===== src/rtl/tdm_pkg.sv =====
// ---------------------------------------------------------------------------
// tdm_pkg
// Shared definitions for the four-channel TDM demultiplexer slice.
//
// Contents:
//   tdm_state_t  - receive FSM encoding (IDLE = 0, RECV = 1)
//   N_CH         - number of time-multiplexed channels per frame
//   SLOT_W       - width of the slot counter
//   LAST_SLOT    - index of the final slot in a frame
//   is_last_slot - helper returning 1 when a slot index is the final slot
// ---------------------------------------------------------------------------
package tdm_pkg;

   typedef enum logic {
      IDLE = 1'b0,
      RECV = 1'b1
   } tdm_state_t;

   localparam int N_CH   = 4;
   localparam int SLOT_W = 2;

   localparam logic [SLOT_W-1:0] LAST_SLOT = SLOT_W'(N_CH - 1);

   function automatic logic is_last_slot(input logic [SLOT_W-1:0] slot);
      return (slot == LAST_SLOT);
   endfunction

endpackage


===== src/rtl/tdm_slot_counter.sv =====
// ---------------------------------------------------------------------------
// tdm_slot_counter
// Slot index for the frame currently being collected. The count saturates at
// the final slot instead of wrapping; the only way back to zero is an
// explicit clear (issued when the receiver returns to IDLE) or reset.
//
// Ports:
//   clk      in   clock, rising edge
//   rst_n    in   asynchronous reset, active low
//   clear    in   force the slot index to 0 (highest priority)
//   load_one in   force the slot index to 1 (ch0 has just been stored)
//   incr     in   advance to the next slot (ignored at the final slot)
//   slot     out  current slot index, SLOT_W bits
// ---------------------------------------------------------------------------
module tdm_slot_counter
   import tdm_pkg::*;
(
   input  logic              clk,
   input  logic              rst_n,
   input  logic              clear,
   input  logic              load_one,
   input  logic              incr,
   output logic [SLOT_W-1:0] slot
);

   // Priority is clear > load > increment. A sof beat always restarts the
   // count at 1 because its data lands in ch0 on the same edge.
   always_ff @(posedge clk or negedge rst_n) begin
      if (!rst_n) begin
         slot <= '0;
      end else if (clear) begin
         slot <= '0;
      end else if (load_one) begin
         slot <= SLOT_W'(1);
      end else if (incr && !is_last_slot(slot)) begin
         slot <= slot + SLOT_W'(1);
      end
   end

endmodule


===== src/rtl/tdm_demux4.sv =====
// ---------------------------------------------------------------------------
// tdm_demux4
// Collects four consecutive time-multiplexed samples (slot 0 flagged by sof)
// into staging registers and publishes them as one wide word once the frame
// is complete. A new sof arriving mid-frame aborts the partial frame with an
// error pulse and starts collecting again from the new beat.
//
// Parameters:
//   W            data width per channel (default 8)
//
// Ports:
//   clk          in   clock, rising edge
//   rst_n        in   asynchronous reset, active low
//   in_valid     in   in_data carries a beat this cycle
//   in_sof       in   start of frame (slot-0 beat), qualified by in_valid
//   in_data      in   W-bit channel sample
//   in_par       in   even parity over in_data (TDM_DEMUX_PARITY_EN only)
//   out_data     out  {ch3,ch2,ch1,ch0} of the last complete frame
//   frame_valid  out  one-cycle pulse, out_data updated this cycle
//   frame_err    out  one-cycle pulse, current frame discarded
//   busy         out  high while a frame is partially received
//
// Configuration macro:
//   TDM_DEMUX_PARITY_EN  adds in_par and discards a frame on any beat whose
//                        parity does not match.
// ---------------------------------------------------------------------------
module tdm_demux4
   import tdm_pkg::*;
#(
   parameter int W = 8
)(
   input  logic              clk,
   input  logic              rst_n,
   input  logic              in_valid,
   input  logic              in_sof,
   input  logic [W-1:0]      in_data,
`ifdef TDM_DEMUX_PARITY_EN
   input  logic              in_par,
`endif
   output logic [N_CH*W-1:0] out_data,
   output logic              frame_valid,
   output logic              frame_err,
   output logic              busy
);

   tdm_state_t        state;
   tdm_state_t        state_next;

   logic              frame_full;
   logic              frame_full_next;

   logic [W-1:0]      stage [N_CH];
   logic              stage_we;
   logic [SLOT_W-1:0] stage_sel;

   logic              capture;
   logic              err_next;

   logic              slot_clear;
   logic              slot_load;
   logic              slot_incr;
   logic [SLOT_W-1:0] slot;

   logic              beat_ok;

   // A beat is usable only when its parity matches; without the parity
   // option every beat is usable.
`ifdef TDM_DEMUX_PARITY_EN
   assign beat_ok = ~(^in_data ^ in_par);
`else
   assign beat_ok = 1'b1;
`endif

   tdm_slot_counter u_slot_counter (
      .clk      (clk),
      .rst_n    (rst_n),
      .clear    (slot_clear),
      .load_one (slot_load),
      .incr     (slot_incr),
      .slot     (slot)
   );

   // State register together with the "all four slots stored" flag. The flag
   // keeps the FSM at two states: RECV with frame_full set is the single
   // cycle in which the completed frame is published.
   always_ff @(posedge clk or negedge rst_n) begin
      if (!rst_n) begin
         state      <= IDLE;
         frame_full <= 1'b0;
      end else begin
         state      <= state_next;
         frame_full <= frame_full_next;
      end
   end

   // Next-state and datapath control. The publish cycle takes priority over
   // any beat arriving with it: a clean sof beat there starts the next frame
   // straight away, anything else is dropped without an error so that
   // frame_valid and frame_err can never coincide.
   always_comb begin
      state_next      = state;
      frame_full_next = frame_full;
      stage_we        = 1'b0;
      stage_sel       = '0;
      capture         = 1'b0;
      err_next        = 1'b0;
      slot_clear      = 1'b0;
      slot_load       = 1'b0;
      slot_incr       = 1'b0;

      unique case (state)
         IDLE: begin
            if (in_valid && in_sof) begin
               if (beat_ok) begin
                  stage_we   = 1'b1;
                  slot_load  = 1'b1;
                  state_next = RECV;
               end else begin
                  err_next   = 1'b1;
               end
            end
         end

         RECV: begin
            if (frame_full) begin
               capture         = 1'b1;
               frame_full_next = 1'b0;
               if (in_valid && in_sof && beat_ok) begin
                  stage_we   = 1'b1;
                  slot_load  = 1'b1;
               end else begin
                  state_next = IDLE;
                  slot_clear = 1'b1;
               end
            end else if (in_valid) begin
               if (!beat_ok) begin
                  err_next   = 1'b1;
                  state_next = IDLE;
                  slot_clear = 1'b1;
               end else if (in_sof) begin
                  err_next   = 1'b1;
                  stage_we   = 1'b1;
                  slot_load  = 1'b1;
               end else begin
                  stage_we  = 1'b1;
                  stage_sel = slot;
                  if (is_last_slot(slot)) begin
                     frame_full_next = 1'b1;
                  end else begin
                     slot_incr = 1'b1;
                  end
               end
            end
         end

         default: begin
            state_next = IDLE;
            slot_clear = 1'b1;
         end
      endcase
   end

   // Staging registers; a sof beat always targets ch0 because stage_sel
   // defaults to zero on every path except a mid-frame store.
   always_ff @(posedge clk or negedge rst_n) begin
      if (!rst_n) begin
         for (int i = 0; i < N_CH; i++) begin
            stage[i] <= '0;
         end
      end else if (stage_we) begin
         stage[stage_sel] <= in_data;
      end
   end

   // Published frame and status pulses. out_data moves only together with
   // frame_valid, so it always holds the last complete frame.
   always_ff @(posedge clk or negedge rst_n) begin
      if (!rst_n) begin
         out_data    <= '0;
         frame_valid <= 1'b0;
         frame_err   <= 1'b0;
      end else begin
         if (capture) begin
            out_data <= {stage[3], stage[2], stage[1], stage[0]};
         end
         frame_valid <= capture;
         frame_err   <= err_next;
      end
   end

   assign busy = (state == RECV);

endmodule


===== config.mk =====
export PLATFORM = sky130hd
export DESIGN_NAME = tdm_demux4
export DESIGN_NICKNAME = d
export VERILOG_FILES = /design/src/rtl/tdm_pkg.sv /design/src/rtl/tdm_slot_counter.sv /design/src/rtl/tdm_demux4.sv
export SDC_FILE = /design/constraint.sdc
export NUM_CORES = 1
export LEC_CHECK = 0
export ABC_AREA = 1
export BUFFER_PORTS_ARGS = -buffer_cell sky130_fd_sc_hd__buf_2
export CORE_MARGIN = 5
export CORE_UTILIZATION = 55
export CTS_BUF_LIST = sky130_fd_sc_hd__clkbuf_8 sky130_fd_sc_hd__clkbuf_16
export CTS_CLUSTER_SIZE = 12
export DETAILED_ROUTE_END_ITERATION = 7
export GPL_TIMING_DRIVEN = 0
export PLACE_DENSITY_LB_ADDON = 0.12
export SETUP_SLACK_MARGIN = 0.3
export SLEW_MARGIN = 0
export SYNTH_ARGS = -nofsm -noshare
export SYNTH_HDL_FRONTEND = slang
export SYNTH_SLANG_ARGS = --single-unit

===== constraint.sdc =====
create_clock -name clk -period 2.24 [get_ports clk]
set_input_delay 0.336 -clock clk [delete_from_list [all_inputs] [get_ports clk]]
set_output_delay 0.336 -clock clk [all_outputs]
set_load 0.05 [all_outputs]

== Word-level counts from Yosys, hierarchy flattened ==
Index checks and enable logic that the tools add are counted.
Widths: inputs -> output; s select.

* Bits in registers: 70
* Latch bits: 0
* Bits in writable memories: 0
* ROM bits: 0
* Input bits: 12
* Output and inout bits: 35
* Word-level logic and storage cells: 57
* Memories: 0

* Add/subtract/negate cells: 1
* Multipliers: 0
* Divide/modulo/power cells: 0
* Order comparisons: 2
* Eq/ne operators: 1
* Shift operators: 0
* Mux-type cells: 36
* Bitwise operators: 2
* Reductions and logical operators: 5

{| class="wikitable"
|+ Operator list
! operator !! count
|-
| $bwmux 32 || 1
|-
| $mux 1 || 22
|-
| $demux 8 s2 || 1
|-
| $mux 2 || 7
|-
| $mux 8 || 1
|-
| $pmux 1 s2 || 4
|-
| $ge 3x3->1 const B || 1
|-
| $logic_and 1x1->1 || 3
|-
| $lt 3x1->1 const B || 1
|-
| $not 2->3 || 1
|-
| $reduce_bool 3->1 || 1
|-
| $add 2x1->2 const B || 1
|-
| $eq 2x2->1 const B || 1
|-
| $logic_not 1->1 || 1
|-
| $not 1->1 || 1
|}

== Logic depth before layout (Yosys ltp) ==
* Depth in word-level cells: 10
* Gate-level depth with buffers: 7
* Gate-level depth less buffers: 7

== By module ==
A second synthesis with hierarchy kept.

* Cell total of the unflattened synthesis: 293
* Area total of the unflattened synthesis: 2782.7 um^2

{| class="wikitable"
|+ Modules (own cells, without submodules)
! module !! times used !! cells an instance !! area an instance (um^2) !! sequential area each (um^2)
|-
| tdm_demux4 || 1 || 278 || 2667.6 || 1701.6
|-
| tdm_slot_counter || 1 || 15 || 115.1 || 50.0
|}

== Least setup slack after synthesis ==
OpenSTA, ideal clock, no wires.

* Path type: register to register
* From: register state, in the netlist busy
* To: register stage[24] in the netlist's numbering
* Setup time: 0.117 ns
* Arrival: 1.371 ns
* Data required time: 2.123 ns
* Path slack: 0.752 ns
* Cell stages (with the launch flop): 6
* Buffers on the path: 0
* Period minus slack after synthesis: 1.488 ns
* Cell sequence: dfrtp_1 nand2_4 a21oi_4 nand2_4 nand2_1 nand2_1

* Longest elaborated chain between the ends: 7
* Elaborated cells on any way between the ends: 10
* Classes of those cells: order compare: 2; mux: 5; bitwise: 2; reduce/logical: 1

{| class="wikitable"
|+ Ends and longest elaborated chain
! what !! line !! text
|-
| start: declaration || tdm_demux4.sv:46 || <nowiki>tdm_state_t state;</nowiki>
|-
| start signal: assignment || tdm_demux4.sv:91 || <nowiki>state <= state_next;</nowiki>
|-
| $mux 2 || tdm_demux4.sv:111 || <nowiki>unique case (state)</nowiki>
|-
| $not 2->3 (not written as such) || tdm_demux4.sv:171 || <nowiki>stage[stage_sel] <= in_data;</nowiki>
|-
| $ge 3x3->1 (not written as such) / $lt 3x1->1 (equally long branches) || tdm_demux4.sv:171 ||
|-
| $logic_and 1x1->1 (not written as such) || tdm_demux4.sv:171 ||
|-
| $mux 8 (not written as such) || tdm_demux4.sv:171 ||
|-
| $demux 8 s2 || tdm_demux4.sv:171 ||
|-
| $bwmux 32 || tdm_demux4.sv:171 ||
|-
| end signal: indexed assignment || tdm_demux4.sv:171 ||
|-
| end: declaration || tdm_demux4.sv:52 || <nowiki>logic [W-1:0] stage [N_CH];</nowiki>
|}

Parallel ways exist; a longest one is shown, timed or not.
A chain may end at the register's enable or synchronous reset.

== Final worst setup path ==
* From: register state, in the netlist busy
* To: output busy

{| class="wikitable"
|+ RTL lines
! what !! line !! text
|-
| end: declaration || tdm_demux4.sv:43 || <nowiki>output logic busy</nowiki>
|}

No word-level cell between the ends.

==> impl_metrics.ini <==
[run_status]
outcome = complete, no violations

[worst_setup_path]
cp_cell_sequence = buf_2
path_buf_inv = 1
critPathSlowestCell = dfrtp_1
slowest_delay_ps = 490
arrival_ps = 1140
crit_type = reg -> out
path_delay_family = flip-flops
end_kind = output port
cp_max_fo = 6
crit_required_ps = 1900
cp-start-kind = register

[power]
p_leak_nw = 1.97
ir_worst_vdd_uv = 769
combPwrFrac_pct = 38.6
p_sw_share_pct = 44.2
clkPwrFrac_pct = 20.3
internal_power_w = 0.00281
power_frac_seq_pct = 41.1
power.density_nw_per_um2 = 1510
switchingPower_w = 0.00223

[cts]
clkLatencyLatePin_ps = 340
htree_num_levels = 3
cts_hold_buffers = 0
cts-root-buf = clkbuf_8
post_cts_buffers = 0
max-clock-path-buffers = 2
cts_resized = 0
cts_tree = built
cts.sinks = 70
clkTransAtPathRegs_ps = 70
cts_made_buffers = 9

[final_layout]
fin_area_sq_um = 3340
final_common_cell = nand2_1
drive_gt1_share_pct = 21.7
area_growth_pct = 18.5
nNetsFinal = 382
fillerInstances = 423
antennaDiodeCount = 0
final_cell_mix = nand2_1, dfrtp_1, buf_2

[synth]
synth_top_family_by_area = simple AND/OR/NAND/NOR gates
synthCells = 312
synth_fa_ha_area_share_pct = 0.444
ys.warnings.count = 0
synth_xor_area_share_pct = 0
syn_area_per_cell_sq_um = 9.03
synthSimpleGateAreaFrac_pct = 33.3
syn-cell-area_sq_um = 2820
synth_nets = 325
synth.distinct_cells = 20
ys_ff_latch = 70
synth_compound_area_share_pct = 1.42
synthMuxAreaShare_pct = 0
seq_area_frac_synth_pct = 62.2

[timing]
finalSetupTns_ps = 0
relSlewSlack_pct = 42.3
report.final.slew_viol_count = 0
worst_pin_slew_ps = 866
min_period_ps = 1470
hold_viol_final = 0
skew_ps = 5.93
clock.fmax_ghz = 0.679
rsz0062_at_grt = no
finalSetupViolCount = 0
finalCritPeriodShare_pct = 65.8

[placement]
port_buffers = 46
place_area_sq_um = 3140
place_congestion = 0.756
dp.final_hpwl_mm = 3.86

[hold_path]
holdCritPathClass = in -> async

[floorplan]
start_util_pct = 55.9
rows = 26
dieArea_sq_um = 6650
num_io_pins = 47
die_w_microns = 81.6
die_h_microns = 81.6
coreArea_sq_um = 5040

[routing]
routed_wl_mm = 5.85
drc = 0
antenna_left = 0
drt_iter0_markers = 123
vias = 2156
drt-vias-per-instance = 4.86
firstDrtPassIters = 4
routedWlPerCell_microns = 13.2

[global_routing]
grt_max_degree = 71
grt_pass1_vias = 2124
grt_first_pass_wirelength_mm = 10.1
grt_antenna_before_repair = 0
gr-total-overflow = 0
track_usage_pct = 20.3

[run]
maxCapViolations = 0
layout make-up:
cell class / instances / area, sq um / share of cell area [%]
Timing Repair Buffer: 46 / 233 / 6.97
Sequential cell: 70 / 1750 / 52.5
Inverter: 11 / 46.3 / 1.39
Clock buffer: 11 / 151 / 4.54
Buffer: 6 / 28.8 / 0.862
Multi-Input combinational cell: 225 / 990 / 29.7
Clock inverter: 5 / 48.8 / 1.46
Tap cell: 70 / 87.6 / 2.62
worst register-to-register path, stage by stage, from the launching register on:
cell,delay [ps]
dfrtp_1,530
o211ai_2,460
nand2_4,150
nand2_1,90
nand2_1,60
power by group through the flow:
stage               Clock (W)  Combinational (W)  Sequential, W
CTS                   0.00103            0.00196        0.00207
floorplan                   0           0.000626        0.00294
global route          0.00110            0.00212        0.00214
global placement            0            0.00193        0.00208
finish                0.00102            0.00194        0.00207
detailed placement          0            0.00195        0.00209
Yosys cell counts:
cell | number | area [sq um]
buf_4 | 1 | 7.51
inv_1 | 8 | 30.0
a21oi_4 | 1 | 16.3
o21ai_0 | 1 | 5.00
clkinv_4 | 1 | 8.76
o22ai_1 | 1 | 6.26
clkbuf_1 | 3 | 11.3
o211ai_2 | 1 | 12.5
nand3_1 | 11 | 55.1
nor2_1 | 2 | 7.51
nor2_2 | 2 | 12.5
dfrtp_1 | 70 | 1750
nor2_8 | 3 | 60.1
nand2_4 | 3 | 33.8
nand2_2 | 3 | 18.8
buf_2 | 2 | 10.0
nand2_1 | 195 | 732
inv_2 | 2 | 7.51
nand3_4 | 1 | 17.5
ha_1 | 1 | 12.5
worst paths after layout:
path                                                          from                        to  slack [ps]  cells after the start
worst min-delay path                                         rst_n  out_data[27]$_DFFE_PN0P_         110                      1
min in group clk                                        in_data[0]     stage[16]$_DFFE_PN0P_         270                      3
worst max register to register  u_slot_counter.slot[1]$_DFFE_PN0P_     stage[25]$_DFFE_PN0P_         840                      4
max in group asynchronous                                    rst_n      stage[5]$_DFFE_PN0P_        1570                      1
worst max-delay path                                busy$_DFF_PN0_                      busy         770                      1
worst min register to register            out_data[19]$_DFFE_PN0P_  out_data[19]$_DFFE_PN0P_         470                      2
flip-flops by register name, summed over array words and instances (netlist names):
name	flops
u_slot_counter.slot	2
stage	32
out_data	32
frame_valid	1
frame_full	1
busy	1
frame_err	1
routing by layer:
metal	up-vias	share of wire (%)	GRT usage (%)
met5	-	0	0
met4	0	1.7	9.63
met3	10	4.2	3.40
met2	44	46	31.7
met1	1027	48	27.7
li1	1075	-	-
through the flow:
step	instances	setup WS (ps)	power [W]	hold slack [ps]	utilization, %
2_1_floorplan	312	752	0.00357	40.4	-
3_3_place_gp	428	508	0.00400	456	62.2
3_5_place_dp	428	858	0.00404	458	62.2
4_1_cts	444	747	0.00507	142	66.2
5_1_grt	444	668	0.00536	185	66.2
6_report	444	767	0.00504	114	66.2
cell families (layout without fill, tap and decap cells):
logic type	Yosys count	in the layout
AO/OA/AOI/OAI	4	4
adder cells (fa/ha/maj)	1	1
buffers and inverters	17	79
flip-flops	70	70
AND/OR/NAND/NOR	220	220
(Power assumes the default switching activity.)
